==> src/rtl/multicycle_control_if.sv <==
// Control bundle between the multicycle RV32I control FSM and its datapath.
// The master side is the FSM. The slave side is the datapath that decodes the IR and consumes the enables.
interface multicycle_control_if;
    logic [6:0] op;
    logic [2:0] funct3;
    logic       funct7b5;
    logic       zero;
    logic       mem_ready;
    logic       pc_write;
    logic       adr_src;
    logic       mem_write;
    logic       ir_write;
    logic [1:0] result_src;
    logic [1:0] alu_src_a;
    logic [1:0] alu_src_b;
    logic [2:0] alu_control;
    logic       reg_write;
    logic       illegal_instr;
    logic [3:0] state;

    modport master (
        input  op, funct3, funct7b5, zero, mem_ready,
        output pc_write, adr_src, mem_write, ir_write, result_src, alu_src_a,
               alu_src_b, alu_control, reg_write, illegal_instr, state
    );

    modport slave (
        output op, funct3, funct7b5, zero, mem_ready,
        input  pc_write, adr_src, mem_write, ir_write, result_src, alu_src_a,
               alu_src_b, alu_control, reg_write, illegal_instr, state
    );
endinterface

==> src/rtl/multicycle_control.sv <==
// Multicycle RV32I control FSM: sequences lw/sw/R/I/beq/jal and drives ALU selects and write enables.
// Moore outputs per state, with Mealy terms on mem_ready (FETCH), zero (BEQ) and illegal decode (DECODE).
module multicycle_control #(
    parameter logic [3:0] RESET_STATE = 4'd0
) (
    input logic                  clk,
    input logic                  reset,
    multicycle_control_if.master ctrl_bus
);
    localparam logic [3:0] S_FETCH    = 4'd0;
    localparam logic [3:0] S_DECODE   = 4'd1;
    localparam logic [3:0] S_MEMADR   = 4'd2;
    localparam logic [3:0] S_MEMREAD  = 4'd3;
    localparam logic [3:0] S_MEMWB    = 4'd4;
    localparam logic [3:0] S_MEMWRITE = 4'd5;
    localparam logic [3:0] S_EXECUTER = 4'd6;
    localparam logic [3:0] S_EXECUTEI = 4'd7;
    localparam logic [3:0] S_ALUWB    = 4'd8;
    localparam logic [3:0] S_BEQ      = 4'd9;
    localparam logic [3:0] S_JAL      = 4'd10;

    localparam logic [6:0] OP_LOAD  = 7'b0000011;
    localparam logic [6:0] OP_STORE = 7'b0100011;
    localparam logic [6:0] OP_RTYPE = 7'b0110011;
    localparam logic [6:0] OP_ITYPE = 7'b0010011;
    localparam logic [6:0] OP_BEQ   = 7'b1100011;
    localparam logic [6:0] OP_JAL   = 7'b1101111;

    localparam logic [2:0] ALU_ADD = 3'b000;
    localparam logic [2:0] ALU_SUB = 3'b001;
    localparam logic [2:0] ALU_AND = 3'b010;
    localparam logic [2:0] ALU_OR  = 3'b011;
    localparam logic [2:0] ALU_SLT = 3'b101;

    logic [3:0] r_state;
    logic [3:0] w_next_state;
    logic       w_illegal;
    logic [2:0] w_alu_decoded;
    logic       w_pc_write;
    logic       w_adr_src;
    logic       w_mem_write;
    logic       w_ir_write;
    logic [1:0] w_result_src;
    logic [1:0] w_alu_src_a;
    logic [1:0] w_alu_src_b;
    logic [2:0] w_alu_control;
    logic       w_reg_write;
    logic       w_illegal_instr;

    function automatic logic f_alu_funct3_ok(input logic [2:0] f3);
        return (f3 == 3'b000) || (f3 == 3'b010) || (f3 == 3'b110) || (f3 == 3'b111);
    endfunction

    function automatic logic f_is_illegal(input logic [6:0] op, input logic [2:0] f3);
        logic v;
        case (op)
            OP_LOAD, OP_STORE, OP_JAL: v = 1'b0;
            OP_RTYPE, OP_ITYPE:        v = !f_alu_funct3_ok(f3);
            OP_BEQ:                    v = (f3 != 3'b000);
            default:                   v = 1'b1;
        endcase
        return v;
    endfunction

    // op[5] separates R-type from I-type, so addi never becomes a subtract.
    function automatic logic [2:0] f_alu_decode(input logic [6:0] op, input logic [2:0] f3,
                                                input logic f7b5);
        logic [2:0] v;
        case (f3)
            3'b000:  v = (op[5] && f7b5) ? ALU_SUB : ALU_ADD;
            3'b010:  v = ALU_SLT;
            3'b110:  v = ALU_OR;
            3'b111:  v = ALU_AND;
            default: v = ALU_ADD;
        endcase
        return v;
    endfunction

    assign w_illegal     = f_is_illegal(ctrl_bus.op, ctrl_bus.funct3);
    assign w_alu_decoded = f_alu_decode(ctrl_bus.op, ctrl_bus.funct3, ctrl_bus.funct7b5);

    always_ff @(posedge clk or posedge reset) begin
        if (reset) begin
            r_state <= RESET_STATE;
        end else begin
            r_state <= w_next_state;
        end
    end

    always_comb begin
        w_next_state = S_FETCH;
        case (r_state)
            S_FETCH:    w_next_state = ctrl_bus.mem_ready ? S_DECODE : S_FETCH;
            S_DECODE: begin
                if (!w_illegal) begin
                    case (ctrl_bus.op)
                        OP_LOAD, OP_STORE: w_next_state = S_MEMADR;
                        OP_RTYPE:          w_next_state = S_EXECUTER;
                        OP_ITYPE:          w_next_state = S_EXECUTEI;
                        OP_BEQ:            w_next_state = S_BEQ;
                        OP_JAL:            w_next_state = S_JAL;
                        default:           w_next_state = S_FETCH;
                    endcase
                end
            end
            S_MEMADR:   w_next_state = ctrl_bus.op[5] ? S_MEMWRITE : S_MEMREAD;
            S_MEMREAD:  w_next_state = ctrl_bus.mem_ready ? S_MEMWB : S_MEMREAD;
            S_MEMWB:    w_next_state = S_FETCH;
            S_MEMWRITE: w_next_state = ctrl_bus.mem_ready ? S_FETCH : S_MEMWRITE;
            S_EXECUTER: w_next_state = S_ALUWB;
            S_EXECUTEI: w_next_state = S_ALUWB;
            S_ALUWB:    w_next_state = S_FETCH;
            S_BEQ:      w_next_state = S_FETCH;
            S_JAL:      w_next_state = S_ALUWB;
            default:    w_next_state = S_FETCH;
        endcase
    end

    always_comb begin
        w_pc_write      = 1'b0;
        w_adr_src       = 1'b0;
        w_mem_write     = 1'b0;
        w_ir_write      = 1'b0;
        w_result_src    = 2'b00;
        w_alu_src_a     = 2'b00;
        w_alu_src_b     = 2'b00;
        w_alu_control   = ALU_ADD;
        w_reg_write     = 1'b0;
        w_illegal_instr = 1'b0;
        case (r_state)
            S_FETCH: begin
                w_alu_src_b  = 2'b10;
                w_result_src = 2'b10;
                w_ir_write   = ctrl_bus.mem_ready;
                w_pc_write   = ctrl_bus.mem_ready;
            end
            S_DECODE: begin
                w_alu_src_a     = 2'b01;
                w_alu_src_b     = 2'b01;
                w_illegal_instr = w_illegal;
            end
            S_MEMADR: begin
                w_alu_src_a = 2'b10;
                w_alu_src_b = 2'b01;
            end
            S_MEMREAD:  w_adr_src = 1'b1;
            S_MEMWB: begin
                w_result_src = 2'b01;
                w_reg_write  = 1'b1;
            end
            S_MEMWRITE: begin
                w_adr_src   = 1'b1;
                w_mem_write = 1'b1;
            end
            S_EXECUTER: begin
                w_alu_src_a   = 2'b10;
                w_alu_control = w_alu_decoded;
            end
            S_EXECUTEI: begin
                w_alu_src_a   = 2'b10;
                w_alu_src_b   = 2'b01;
                w_alu_control = w_alu_decoded;
            end
            S_ALUWB:    w_reg_write = 1'b1;
            S_BEQ: begin
                w_alu_src_a   = 2'b10;
                w_alu_control = ALU_SUB;
                w_pc_write    = ctrl_bus.zero;
            end
            S_JAL: begin
                w_alu_src_a = 2'b01;
                w_alu_src_b = 2'b10;
                w_pc_write  = 1'b1;
            end
            default: ;
        endcase
        // Reset kills every enable combinationally so no write can slip through before the clock.
        if (reset) begin
            w_pc_write      = 1'b0;
            w_mem_write     = 1'b0;
            w_ir_write      = 1'b0;
            w_reg_write     = 1'b0;
            w_illegal_instr = 1'b0;
            w_adr_src       = 1'b0;
            w_alu_src_a     = 2'b00;
            w_alu_src_b     = 2'b10;
            w_alu_control   = ALU_ADD;
            w_result_src    = 2'b10;
        end
    end

    assign ctrl_bus.pc_write      = w_pc_write;
    assign ctrl_bus.adr_src       = w_adr_src;
    assign ctrl_bus.mem_write     = w_mem_write;
    assign ctrl_bus.ir_write      = w_ir_write;
    assign ctrl_bus.result_src    = w_result_src;
    assign ctrl_bus.alu_src_a     = w_alu_src_a;
    assign ctrl_bus.alu_src_b     = w_alu_src_b;
    assign ctrl_bus.alu_control   = w_alu_control;
    assign ctrl_bus.reg_write     = w_reg_write;
    assign ctrl_bus.illegal_instr = w_illegal_instr;
    assign ctrl_bus.state         = r_state;
endmodule
==> src/flat_wrapper.sv <==
// flat-port wrapper written by rule: the top's interface ports become plain ports
module multicycle_control_flat 
#(
    parameter logic [3:0] RESET_STATE = 4'd0
)
  (clk, reset, ctrl_bus_op, ctrl_bus_funct3, ctrl_bus_funct7b5, ctrl_bus_zero, ctrl_bus_mem_ready, ctrl_bus_pc_write, ctrl_bus_adr_src, ctrl_bus_mem_write, ctrl_bus_ir_write, ctrl_bus_result_src, ctrl_bus_alu_src_a, ctrl_bus_alu_src_b, ctrl_bus_alu_control, ctrl_bus_reg_write, ctrl_bus_illegal_instr, ctrl_bus_state);
  multicycle_control_if ctrl_bus_i ();
  input logic clk;
  input logic reset;
  input wire logic [$bits(ctrl_bus_i.op)-1:0] ctrl_bus_op;
  input wire logic [$bits(ctrl_bus_i.funct3)-1:0] ctrl_bus_funct3;
  input wire logic [$bits(ctrl_bus_i.funct7b5)-1:0] ctrl_bus_funct7b5;
  input wire logic [$bits(ctrl_bus_i.zero)-1:0] ctrl_bus_zero;
  input wire logic [$bits(ctrl_bus_i.mem_ready)-1:0] ctrl_bus_mem_ready;
  output wire logic [$bits(ctrl_bus_i.pc_write)-1:0] ctrl_bus_pc_write;
  output wire logic [$bits(ctrl_bus_i.adr_src)-1:0] ctrl_bus_adr_src;
  output wire logic [$bits(ctrl_bus_i.mem_write)-1:0] ctrl_bus_mem_write;
  output wire logic [$bits(ctrl_bus_i.ir_write)-1:0] ctrl_bus_ir_write;
  output wire logic [$bits(ctrl_bus_i.result_src)-1:0] ctrl_bus_result_src;
  output wire logic [$bits(ctrl_bus_i.alu_src_a)-1:0] ctrl_bus_alu_src_a;
  output wire logic [$bits(ctrl_bus_i.alu_src_b)-1:0] ctrl_bus_alu_src_b;
  output wire logic [$bits(ctrl_bus_i.alu_control)-1:0] ctrl_bus_alu_control;
  output wire logic [$bits(ctrl_bus_i.reg_write)-1:0] ctrl_bus_reg_write;
  output wire logic [$bits(ctrl_bus_i.illegal_instr)-1:0] ctrl_bus_illegal_instr;
  output wire logic [$bits(ctrl_bus_i.state)-1:0] ctrl_bus_state;
  assign ctrl_bus_i.op = ctrl_bus_op;
  assign ctrl_bus_i.funct3 = ctrl_bus_funct3;
  assign ctrl_bus_i.funct7b5 = ctrl_bus_funct7b5;
  assign ctrl_bus_i.zero = ctrl_bus_zero;
  assign ctrl_bus_i.mem_ready = ctrl_bus_mem_ready;
  assign ctrl_bus_pc_write = ctrl_bus_i.pc_write;
  assign ctrl_bus_adr_src = ctrl_bus_i.adr_src;
  assign ctrl_bus_mem_write = ctrl_bus_i.mem_write;
  assign ctrl_bus_ir_write = ctrl_bus_i.ir_write;
  assign ctrl_bus_result_src = ctrl_bus_i.result_src;
  assign ctrl_bus_alu_src_a = ctrl_bus_i.alu_src_a;
  assign ctrl_bus_alu_src_b = ctrl_bus_i.alu_src_b;
  assign ctrl_bus_alu_control = ctrl_bus_i.alu_control;
  assign ctrl_bus_reg_write = ctrl_bus_i.reg_write;
  assign ctrl_bus_illegal_instr = ctrl_bus_i.illegal_instr;
  assign ctrl_bus_state = ctrl_bus_i.state;
  multicycle_control #(.RESET_STATE(RESET_STATE)) u_core (.clk(clk), .reset(reset), .ctrl_bus(ctrl_bus_i));
endmodule
==> config.mk <==
export PLATFORM = sky130hd
export DESIGN_NAME = multicycle_control_flat
export DESIGN_NICKNAME = d
export VERILOG_FILES = /design/src/rtl/multicycle_control_if.sv /design/src/rtl/multicycle_control.sv /design/src/flat_wrapper.sv
export SDC_FILE = /design/constraint.sdc
export NUM_CORES = 1
export LEC_CHECK = 0
export ABC_AREA = 1
export BUFFER_PORTS_ARGS = -buffer_cell sky130_fd_sc_hd__buf_2
export CORE_AREA = 2 2 39 41
export CTS_BUF_LIST = sky130_fd_sc_hd__clkbuf_8
export CTS_CLUSTER_SIZE = 16
export DETAILED_ROUTE_END_ITERATION = 10
export DIE_AREA = 0 0 41 43
export PLACE_DENSITY = 0.81
export SYNTH_ARGS = -nofsm -noshare
export SYNTH_HDL_FRONTEND = slang
export SYNTH_SLANG_ARGS = --single-unit
==> constraint.sdc <==
create_clock -name clk -period 1.8 [get_ports clk]
set_input_delay 0.18 -clock clk [delete_from_list [all_inputs] [get_ports clk]]
set_output_delay 0.18 -clock clk [all_outputs]
set_load 0.01 [all_outputs]
* Word level (Yosys, flattened, before mapping)
Index checks and enable logic that the tools add are counted.
** Operators by class
- Equality and inequality tests :: 19
- Muxes and demuxes :: 30
- Reduce and logical (&&, ||, !) cells :: 19
** Operators with widths (number)
- 4-bit one-hot mux with 6 select lines :: 1
- 4-bit one-hot mux with 5 select lines :: 1
- 4-bit by 3-bit equality test with 1-bit output (second input constant) :: 4
- 7-bit by 6-bit equality test with 1-bit output (second input constant) :: 2
- 7-bit equality test (second input constant) :: 2
- 2-bit OR reduction :: 7
- 1-bit 2-to-1 mux :: 13
- 4-bit equality test (second input constant) :: 3
- 3-bit 2-to-1 mux :: 4
- 2-bit one-hot mux with 2 select lines :: 3
- 3-bit one-hot mux with 4 select lines :: 1
- 3-bit OR reduction :: 3
- 4-bit by 2-bit equality test with 1-bit output (second input constant) :: 2
- 7-bit by 2-bit equality test with 1-bit output (second input constant) :: 1
- 7-bit by 5-bit equality test with 1-bit output (second input constant) :: 1
- 3-bit equality test (second input constant) :: 2
- 2-bit 2-to-1 mux :: 3
- 1-bit one-hot mux with 3 select lines :: 2
- 3-bit one-hot mux with 2 select lines :: 1
- 4-bit by 1-bit equality test with 1-bit output (second input constant) :: 1
- 4-bit logical NOT :: 1
- 4-bit 2-to-1 mux :: 1
- 4-bit OR reduction :: 1
- 3-bit by 2-bit equality test with 1-bit output (second input constant) :: 1
- 5 further kinds :: 7
** Storage, ports and cells
- Flip-flop bits (word level) :: 4
- Bits of input ports :: 15
- Output and inout port bits :: 19
- Word-level logic and storage cells :: 69

* Depth between registers and ports, before layout
Gate-level depths: netlist (run 1).
- Depth after elaboration :: 8
- Gate-level depth with buffers :: 8

* Worst setup path before layout (run 1)
No wires, ideal clock.
- Path kind :: register to output
- Start point :: reg u_core.r_state[2] (netlist: u_core.ctrl_bus.state[2])
- End point :: out ctrl_bus_alu_control[2]
- Arrival time :: 1.111 ns
- Required time :: 1.620 ns
- Slack :: 0.509 ns
- Stages on the path, launching flop included :: 7
- Path buffers :: 0
- Path through :: dfrtp_1 > inv_1 > nor2_4 > inv_2 > nor2_4 > nand2_2 > nor4_2
** Between the ends
- Cells in the longest elaborated chain, start to end :: 4
- Elaborated cells between the ends (all ways) :: 6
** RTL lines
- start, declared :: RTL line multicycle_control.sv:35 : logic [3:0] r_state;
- start signal, assigned :: RTL line multicycle_control.sv:86 : r_state <= w_next_state;
- 4-bit by 3-bit equality test with 1-bit output :: RTL line multicycle_control.sv:130 : case (r_state)
- 2-bit OR reduction (no source line)
- 3-bit one-hot mux with 2 select lines * :: RTL line multicycle_control.sv:130
- 3-bit 2-to-1 mux * :: RTL line multicycle_control.sv:178 : if (reset) begin
- end, declared :: RTL line flat_wrapper.sv:22 : output wire logic [$bits(ctrl_bus_i.alu_control)-1:0] ctrl_bus_alu_control;
Every way passes the cells marked *; elsewhere a longest branch is shown, timed or not.

* Worst setup path in the final report (run 1)
- Start point :: in reset
- End point :: out ctrl_bus_alu_control[0]
** Between the ends
- Cells in the longest elaborated chain, start to end :: 1
** RTL lines
- start, declared :: RTL line flat_wrapper.sv:9 : input logic reset;
- 3-bit 2-to-1 mux :: RTL line multicycle_control.sv:178
No other way between the ends.

==> results of run 1 <==
==> repair_timing <==
item | in CTS | in global routing
endpoints found under the setup margin | 0 | 6
resized for setup | 0 | 1
hold endpoints to repair | 4 | 0
setup buffers | 0 | 2
hold buffers | 1 | 0
==> path summary, 6_finish.rpt <==
check,endpoint,slack (ns),cells past startpoint
worst max-delay path,ctrl_bus_alu_control[0],0.18,6
worst min-delay path,u_core.ctrl_bus.state[2]$_DFF_PP0_,0.29,3
worst max register to register,u_core.ctrl_bus.state[1]$_DFF_PP0_,0.56,5
worst min register to register,u_core.ctrl_bus.state[3]$_DFF_PP0_,0.73,3
max in group asynchronous,u_core.ctrl_bus.state[2]$_DFF_PP0_,1.06,4
min in group asynchronous,u_core.ctrl_bus.state[0]$_DFF_PP0_,0.63,4
==> per-stage QoR <==
step           util [%]  instance area [um^2]  worst slack (ns)  total power, mW
6_report           60.8                   841             0.176            0.441
5_1_grt            60.8                   841            0.0539            0.473
4_1_cts            59.4                   822            0.0504            0.441
3_5_place_dp       55.7                   771             0.437            0.255
3_3_place_gp       55.7                   771             0.461            0.254
2_1_floorplan         -                   591             0.509            0.201
==> report_power, final <==
group / switching (mW) / leakage (nW) / internal [mW]
logic: 0.0960 / 0.416 / 0.0614
registers: 0.00841 / 0.0542 / 0.0958
clock network: 0.0373 / 0.0216 / 0.142
==> metal layers <==
metal,vias to the layer above,global-route usage (%),routed length [um]
li1,422,-,-
met1,331,21.6,650
met2,31,37.5,761
met3,0,2.09,87
met4,0,2.00,0
met5,-,0,0
==> logic make-up (layout without fill, tap and decap cells) <==
logic type,Yosys count,count (layout),synth area share [%]
AND/OR/NAND/NOR,71,71,57.6
buffers and inverters,22,60,14.2
AO/OA/AOI/OAI,12,12,11.2
flip-flops,4,4,16.9
==> layout make-up <==
| class | count | share of cell area [%] |
|---|---|---|
| Sequential cell | 4 | 11.9 |
| Timing Repair Buffer | 36 | 22.6 |
| Tap cell | 16 | 2.38 |
| Clock buffer | 3 | 4.91 |
| Multi-Input combinational cell | 83 | 48.4 |
| Inverter | 21 | 9.82 |
==> worst reg2reg max path: stages, from the launching register on <==
cell and delay [ns]:
dfrtp_1 0.43, nor2_2 0.23, nand3_1 0.20, o22ai_1 0.20, inv_1 0.07, nand2_1 0.07
==> synthesized netlist by cell type <==
| master | count | area, um^2 |
|---|---|---|
| a21oi_1 | 5 | 25.0 |
| a31oi_1 | 3 | 18.8 |
| buf_2 | 1 | 5.00 |
| dfrtp_1 | 4 | 100 |
| inv_1 | 15 | 56.3 |
| inv_2 | 6 | 22.5 |
| nand2_1 | 32 | 120 |
| nand2_2 | 2 | 12.5 |
| nand3_1 | 11 | 55.1 |
| nor2_1 | 14 | 52.6 |
| nor2_2 | 6 | 37.5 |
| nor2_4 | 3 | 33.8 |
| nor3_2 | 1 | 10.0 |
| nor4_1 | 1 | 6.26 |
| nor4_2 | 1 | 12.5 |
| o21ai_1 | 2 | 10.0 |
| o22ai_1 | 2 | 12.5 |
==> summary.txt, run 1 <==
Critical path arrival: 1.44 ns
Slowest-stage cell, CP: dlygate4sd3_1
Detailed-placement wirelength estimate: 1230 um
Synth Register Bits: 4
PortBufs: 33
H-tree depth: 1
Slew Viols, Final: 0
Fmax: 616 MHz
CP delay by family, top: buffers and inverters
I/O pin total: 34
Cts bufs inserted: 3
Layout cells sized above 1: 39.5%
Clock transition at the registers of the reported paths: 0.03 ns
Commonest cells after routing, fill and taps aside: buf_2, nand2_1, inv_1, nor2_1, nand3_1
Max-Cap Viols: 0
Worst-Margin Slew: 0.251 ns
Worst path bufs/invs: 4
Max FO, Critical Path: 9
Final std cells w/o fill: 163
Starting Density: 42.7%
Most common cell after layout, fill and taps aside: buf_2
# fillers: 142
Critical path required time: 1.62 ns
Final setup TNS: 0 ns
GPL Wtd Cong: 0.775
Pwr Density: 524 nW/um^2
Initial antenna violation count: 0
DRT Pass-1 Iters: 4
Via count: 784
Vert. Die Dim: 43 um
Reg area: 100 um^2
Vias per cell: 4.81
Synth-to-layout area growth: 42.4%
# clock sinks: 4
CTS Root Cell: clkbuf_8
Status: finished clean
Largest register FFs: 4
Maximum clock path buffer count: 2
GRT overflow: 0
Clk Latency, worst-skew pair: 0.21 ns
Unrepaired setup endpoints after global routing: no
Area occupied by multi-input gates: 407 um^2
Setup violations, final: 0
Worst r2r src: u_core.ctrl_bus.state[3]$_DFF_PP0_
First-pass GRT wire length: 2500 um
CTS tree: done
Hold Slack: 0.287 ns
DIE AREA: 1760 um^2
First DRT Iteration DRCs: 12
Share of the yosys chip area belonging to registers: 16.9%
Crit path time final: 1.62 ns
Avg Inst Size Synth: 5.42 um^2
Placed cell count: 157
Clk_skew: 0.00255 ns
Die Wd: 41 um
Worst hold start: ctrl_bus_op[5]
Worst Setup SP: reset
Hold WC Path Type: input pin to register
Critical path launch point type: input pin
Cell mode on critical path: buf_2
Core Rows: 14
DR WL/cell: 9.20 um
Drt drc: 0
GR Util All Layers: 19.5%
Leakage: 0.492 nW
Yosys warns: 0
Synthesized area: 591 um^2
Synth unique cells: 17
VDD IR max: 0.425 mV
Core ar.: 1380 um^2
Net Count, Synth: 124
Critical path cell sequence: dlygate4sd3_1 -> buf_2 -> clkinvlp_4 -> nand2_2 -> o22ai_1 -> buf_2
Kind of critical path: input pin to primary output
Nets: 164
ANT cells: 0
Antenna Nets Post-Route: 0
Critical Path Max Stage Delay: 0.52 ns
Period Utilization, post-route: 90.2%
Crit end category: primary output
Largest net degree at the start of global routing: 10
Slew headroom: 83.1%
Vias in the first global route: 677
Cells after synthesis: 109
Routed WL: 1500 um
Final hold violation count: 0
Note: power is estimated with default switching activity, not from simulation.
==> run 2: changes to the inputs <==
--- a/config.mk
+++ b/config.mk
@@ -7,12 +7,13 @@
 export LEC_CHECK = 0
 export ABC_AREA = 1
 export BUFFER_PORTS_ARGS = -buffer_cell sky130_fd_sc_hd__buf_2
-export CORE_AREA = 2 2 39 41
+export CELL_PAD_IN_SITES_DETAIL_PLACEMENT = 1
+export CELL_PAD_IN_SITES_GLOBAL_PLACEMENT = 1
+export CORE_UTILIZATION = 30
 export CTS_BUF_LIST = sky130_fd_sc_hd__clkbuf_8
 export CTS_CLUSTER_SIZE = 16
 export DETAILED_ROUTE_END_ITERATION = 10
-export DIE_AREA = 0 0 41 43
-export PLACE_DENSITY = 0.81
+export PLACE_DENSITY_LB_ADDON = 0.1
 export SYNTH_ARGS = -nofsm -noshare
 export SYNTH_HDL_FRONTEND = slang
 export SYNTH_SLANG_ARGS = --single-unit
==> run 2 against run 1 <==
Against the previous run:
- fmax shrank 0.98%
- register-to-register slack lost 0.04 ns
- first-iteration DRC count grew 8.3%
- die area grew 22%
- cell area grew 0.45%
- largest cell class unchanged
- highest routed layer unchanged
- critical endpoint is now ctrl_bus_alu_src_a[0]
- core utilization shrank 13 points
- non-clock buffer count shrank 1
- sequential share of layout area shrank 0.053 points
==> summary.txt, run 2 (synthesis results as in run 1) <==
Cell internal pwr: 298 uW (was 299 uW)
Drt drc: 0 (unchanged)
Fmax: 610 MHz (was 616 MHz)
Core ar.: 1780 um^2 (was 1380 um^2)
Vias in the first global route: 702 (was 677)
Crit end category: primary output (unchanged)
Slew Viols, Final: 0 (unchanged)
Final std cells w/o fill: 171 (was 163)
Unrepaired setup endpoints after global routing: no (unchanged)
Critical path launch point type: input pin (unchanged)
Cell mode on critical path: buf_2 (unchanged)
Antenna Nets Post-Route: 0 (unchanged)
Clk_skew: 0.00252 ns (was 0.00255 ns)
GR Util All Layers: 19.0% (was 19.5%)
Initial antenna violation count: 0 (unchanged)
Clk Latency, worst-skew pair: 0.21 ns (about the same)
DIE AREA: 2150 um^2 (was 1760 um^2)
Die Wd: 46.4 um (was 41 um)
H-tree depth: 1 (unchanged)
Commonest cells after routing, fill and taps aside: buf_2, nand2_1, inv_1, nor2_1, nand3_1 (unchanged)
GPL Wtd Cong: 0.825 (was 0.775)
CP delay by family, top: buffers and inverters (unchanged)
Pwr Density: 530 nW/um^2 (was 524 nW/um^2)
Worst setup margin: 0.160 ns (was 0.176 ns)
Routed WL: 1850 um (was 1500 um)
Net Sw Frac: 33.5% (was 32.2%)
CTS Root Cell: clkbuf_8 (unchanged)
Clock Power Share: 40.5% (was 40.6%)
DR WL/cell: 10.8 um (was 9.20 um)
ANT cells: 0 (unchanged)
Tot Pwr: 448 uW (was 441 uW)
Slowest-stage cell, CP: dlygate4sd3_1 (unchanged)
Largest net degree at the start of global routing: 10 (unchanged)
Sequential Power Share: 23.4% (was 23.7%)
Pre-CTS setup slack: 0.428 ns (was 0.437 ns)
Kind of critical path: input pin to primary output (unchanged)
Critical path cell sequence: dlygate4sd3_1 -> buf_2 -> clkinvlp_4 -> nand2_1 -> o21ai_1 -> buf_2 (was dlygate4sd3_1 -> buf_2 -> clkinvlp_4 -> nand2_2 -> o22ai_1 -> buf_2)
Status: finished clean (unchanged)
Cts bufs inserted: 3 (unchanged)
Fin area: 845 um^2 (was 841 um^2)
GRT overflow: 0 (unchanged)
Critical Path Max Stage Delay: 0.52 ns (about the same)
First DRT Iteration DRCs: 13 (was 12)
Vias per cell: 4.56 (was 4.81)
PortBufs: 33 (unchanged)
CTS tree: done (unchanged)
Maximum clock path buffer count: 2 (unchanged)
Detailed-placement wirelength estimate: 1580 um (was 1230 um)
Comb pwr share: 36.0% (was 35.7%)
DRT Pass-1 Iters: 4 (unchanged)
Synth-to-layout area growth: 43.0% (was 42.4%)
Via count: 779 (was 784)
Largest register FFs: 4 (unchanged)
Slew headroom: 82.2% (was 83.1%)
# fillers: 269 (was 142)
Period Utilization, post-route: 91.1% (was 90.2%)
Hold WC Path Type: input pin to register (unchanged)
Worst-Margin Slew: 0.266 ns (was 0.251 ns)
Vert. Die Dim: 46.4 um (was 43 um)
Crit path time final: 1.64 ns (was 1.62 ns)
Critical path arrival: 1.46 ns (was 1.44 ns)
Max-Cap Viols: 0 (unchanged)
Most common cell after layout, fill and taps aside: buf_2 (unchanged)
Worst path bufs/invs: 4 (unchanged)
Setup violations, final: 0 (unchanged)
Critical path required time: 1.62 ns (about the same)
Placed cell areas: 782 um^2 (was 771 um^2)
Leakage: 0.487 nW (was 0.492 nW)
Final core utilization: 47.4% (was 60.8%)
Final hold violation count: 0 (unchanged)
Layout cells sized above 1: 39.0% (was 39.5%)
First-pass GRT wire length: 2960 um (was 2500 um)
Final setup TNS: 0 ns (unchanged)
Placed cell count: 166 (was 157)
Hold Slack: 0.276 ns (was 0.287 ns)
Nets: 163 (was 164)
Psw: 150 uW (was 142 uW)
Clock transition at the registers of the reported paths: 0.03 ns (about the same)
I/O pin total: 34 (unchanged)
Starting Density: 33.1% (was 42.7%)
VDD IR max: 0.611 mV (was 0.425 mV)
Max FO, Critical Path: 9 (unchanged)
Core Rows: 15 (was 14)
# clock sinks: 4 (unchanged)
[run 2: worst paths after layout]
check	startpoint	endpoint	slack, ns	cells after the start
setup / recovery	reset	ctrl_bus_alu_src_a[0]	0.16	6
hold / removal	ctrl_bus_op[5]	u_core.ctrl_bus.state[2]$_DFF_PP0_	0.28	3
setup reg to reg	u_core.ctrl_bus.state[3]$_DFF_PP0_	u_core.ctrl_bus.state[2]$_DFF_PP0_	0.52	7
hold reg to reg	u_core.ctrl_bus.state[2]$_DFF_PP0_	u_core.ctrl_bus.state[3]$_DFF_PP0_	0.74	3
max in group asynchronous	reset	u_core.ctrl_bus.state[2]$_DFF_PP0_	1.06	4
min in group asynchronous	reset	u_core.ctrl_bus.state[3]$_DFF_PP0_	0.64	4
[run 2: timing repair]
action                     CTS  global route
hold buffers                 1             0
buffers inserted             0             1
resized for setup            0             1
hold endpoints to repair     4             0
setup endpoints to repair    0             7
[run 2: layout make-up]
| type | count | area, um^2 | area share [%] |
|---|---|---|---|
| multi-input cells | 83 | 407 | 48.1 |
| repair buffers | 35 | 183 | 21.6 |
| flip-flops and latches | 4 | 100 | 11.9 |
| well taps | 25 | 31.3 | 3.70 |
| inverters | 21 | 82.6 | 9.78 |
| clock buffers | 3 | 41.3 | 4.89 |
[run 2: power groups by stage]
stage / clock [mW] / combinational [mW] / sequential [mW]
finish: 0.181 / 0.161 / 0.105
global route: 0.191 / 0.181 / 0.106
CTS: 0.185 / 0.160 / 0.105
detailed placement: 0 / 0.158 / 0.106
global placement: 0 / 0.153 / 0.106
floorplan: 0 / 0.0937 / 0.107
[run 2: layer usage]
layer  GRT usage (%)  up-vias  wire length (um)
met2            33.3       25               903
met1            24.5      340               857
met4            3.53        0                 0
met5               0        -                 0
met3            2.35        0                89
li1                -      414                 -
[run 2: tightest hold or removal path, delay by kind of cell]
kind | cells | cell delay (ns)
compound gates | 1 | 0.07
buf+inv | 1 | 0.12
simple gates | 1 | 0.07
==> run 3: changes to the inputs <==
--- a/config.mk
+++ b/config.mk
@@ -14,6 +14,7 @@
 export CTS_CLUSTER_SIZE = 16
 export DETAILED_ROUTE_END_ITERATION = 10
 export PLACE_DENSITY_LB_ADDON = 0.1
+export RECOVER_POWER = 50
 export SYNTH_ARGS = -nofsm -noshare
 export SYNTH_HDL_FRONTEND = slang
 export SYNTH_SLANG_ARGS = --single-unit
==> run 3 against run 2 <==
Against the previous run:
- largest power group unchanged
- sequential cell count is the same
- first-iteration DRC count unchanged
- die area is the same
- clock skew about the same
- global-route usage unchanged
- fmax is essentially flat
- hold slack improved by 0.0034 ns
- critical path depth did not move
- largest cell class unchanged
- highest routed layer unchanged
- register-to-register slack lost 0.06 ns
- non-clock buffer count unchanged
- cell count unchanged
==> summary.txt, run 3 (synthesis results as in run 1) <==
Crit path time final: 1.64 ns (about the same)
Leakage: 0.467 nW (was 0.487 nW)
Core Rows: 15 (unchanged)
Max FO, Critical Path: 9 (unchanged)
DR WL/cell: 10.8 um (about the same)
Starting Density: 33.1% (unchanged)
Critical path launch point type: input pin (unchanged)
Maximum clock path buffer count: 2 (unchanged)
Vert. Die Dim: 46.4 um (unchanged)
Status: finished clean (unchanged)
Initial antenna violation count: 0 (unchanged)
ANT cells: 0 (unchanged)
Via count: 779 (unchanged)
Clock transition at the registers of the reported paths: 0.03 ns (about the same)
Final std cells w/o fill: 171 (unchanged)
Commonest cells after routing, fill and taps aside: nand2_1, buf_2, inv_1, nor2_1, nand3_1 (was buf_2, nand2_1, inv_1, nor2_1, nand3_1)
CTS tree: done (unchanged)
CTS Root Cell: clkbuf_8 (unchanged)
Nets: 163 (unchanged)
I/O pin total: 34 (unchanged)
Critical path arrival: 1.46 ns (about the same)
Vias per cell: 4.56 (unchanged)
Reg-to-reg slack, setup: 0.46 ns (was 0.52 ns)
Worst r2r src: u_core.ctrl_bus.state[3]$_DFF_PP0_ (unchanged)
Largest net degree at the start of global routing: 10 (unchanged)
Synth-to-layout area growth: 41.1% (was 43.0%)
Worst hold start: ctrl_bus_op[5] (unchanged)
Slew Viols, Final: 0 (unchanged)
Antenna Nets Post-Route: 0 (unchanged)
Slew headroom: 82.6% (was 82.2%)
Vias in the first global route: 702 (unchanged)
Unrepaired setup endpoints after global routing: no (unchanged)
R2R Path End: u_core.ctrl_bus.state[2]$_DFF_PP0_ (unchanged)
Hold path cells: 3 (unchanged)
H-tree depth: 1 (unchanged)
Hold WC Path Type: input pin to register (unchanged)
Most common cell after layout, fill and taps aside: nand2_1 (was buf_2)
GPL Wtd Cong: 0.825 (unchanged)
DRT Pass-1 Iters: 4 (unchanged)
Final hold violation count: 0 (unchanged)
Kind of critical path: input pin to primary output (unchanged)
Fmax: 609 MHz (was 610 MHz)
Placed cell count: 166 (unchanged)
Worst-Margin Slew: 0.261 ns (was 0.266 ns)
# clock sinks: 4 (unchanged)
Die Wd: 46.4 um (unchanged)
Core ar.: 1780 um^2 (unchanged)
GR Util All Layers: 19.0% (unchanged)
Period Utilization, post-route: 91.2% (was 91.1%)
Worst R2R Path Depth: 7 (unchanged)
Pwr Density: 533 nW/um^2 (was 530 nW/um^2)
Drt drc: 0 (unchanged)
Clk_skew: 0.00205 ns (was 0.00252 ns)
Clk Latency, worst-skew pair: 0.21 ns (about the same)
Largest register FFs: 4 (unchanged)
Routed WL: 1850 um (about the same)
Detailed-placement wirelength estimate: 1580 um (unchanged)
PortBufs: 33 (unchanged)
Setup violations, final: 0 (unchanged)
First-pass GRT wire length: 2960 um (unchanged)
Max-Cap Viols: 0 (unchanged)
Critical path required time: 1.62 ns (about the same)
VDD IR max: 0.577 mV (was 0.611 mV)
DIE AREA: 2150 um^2 (unchanged)
Hold EP: u_core.ctrl_bus.state[2]$_DFF_PP0_ (unchanged)
Crit end category: primary output (unchanged)
Final setup TNS: 0 ns (unchanged)
Layout cells sized above 1: 34.2% (was 39.0%)
First DRT Iteration DRCs: 13 (unchanged)
GRT overflow: 0 (unchanged)
Cts bufs inserted: 3 (unchanged)
==> run 3: worst max path at each step <==
stage	from	end	slack (ns)	depth (start not counted)
after CTS	reset	ctrl_bus_alu_control[2]	0.03	6
final	reset	ctrl_bus_alu_src_a[0]	0.16	6
after detailed placement	u_core.ctrl_bus.state[3]$_DFF_PP0_	ctrl_bus_illegal_instr	0.43	6
after floorplan	u_core.ctrl_bus.state[2]$_DFF_PP0_	ctrl_bus_alu_control[2]	0.51	6
after global routing	u_core.ctrl_bus.state[3]$_DFF_PP0_	ctrl_bus_illegal_instr	0.05	6
after global placement	u_core.ctrl_bus.state[3]$_DFF_PP0_	ctrl_bus_illegal_instr	0.44	6
==> run 3: stage by stage <==
step | hold WS [ns] | power [mW] | cell area, um^2 | util [%] | setup WS (ns)
4_1_cts | 0.291 | 0.450 | 833 | 46.7 | 0.0250
2_1_floorplan | 0.155 | 0.201 | 591 | - | 0.509
3_3_place_gp | 0.215 | 0.259 | 782 | 43.9 | 0.441
6_report | 0.280 | 0.444 | 833 | 46.7 | 0.159
5_1_grt | 0.303 | 0.474 | 833 | 46.7 | 0.0546
3_5_place_dp | 0.214 | 0.263 | 782 | 43.9 | 0.428
==> run 3: report_power, final <==
part	switching (mW)	leakage, nW	internal, mW
sequential	0.00940	0.0542	0.0958
combinational	0.101	0.391	0.0568
clock	0.0392	0.0216	0.142
==> run 3: worst max-delay path: stages <==
cell and delay, ns:
dlygate4sd3_1 0.52, buf_2 0.20, clkinvlp_4 0.18, nand2_1 0.15, o21ai_1 0.08, buf_2 0.14
==> run 3: repair_timing <==
action / in CTS / in global routing
endpoints found under the setup margin: 0 / 7
hold buffers: 1 / 0
setup buffers: 0 / 1
endpoints found under the hold margin: 4 / 0
resized for setup: 0 / 1
==> run 3: cell type report <==
| class | instances | area [um^2] |
|---|---|---|
| well taps | 25 | 31.3 |
| multi-input cells | 83 | 404 |
| flip-flops and latches | 4 | 100 |
| inverters | 21 | 82.6 |
| fillers | 269 | 950 |
| repair buffers | 35 | 174 |
| clock buffers | 3 | 41.3 |
==> run 3: metal layers <==
| metal | global-route usage (%) | routed length, um | share of wire [%] | vias to the layer above |
|---|---|---|---|---|
| met5 | 0 | 0 | 0 | - |
| met2 | 33.3 | 908 | 49 | 23 |
| met4 | 3.53 | 0 | 0 | 0 |
| met1 | 24.5 | 860 | 46 | 342 |
| li1 | - | - | - | 414 |
| met3 | 2.35 | 81 | 4.4 | 0 |
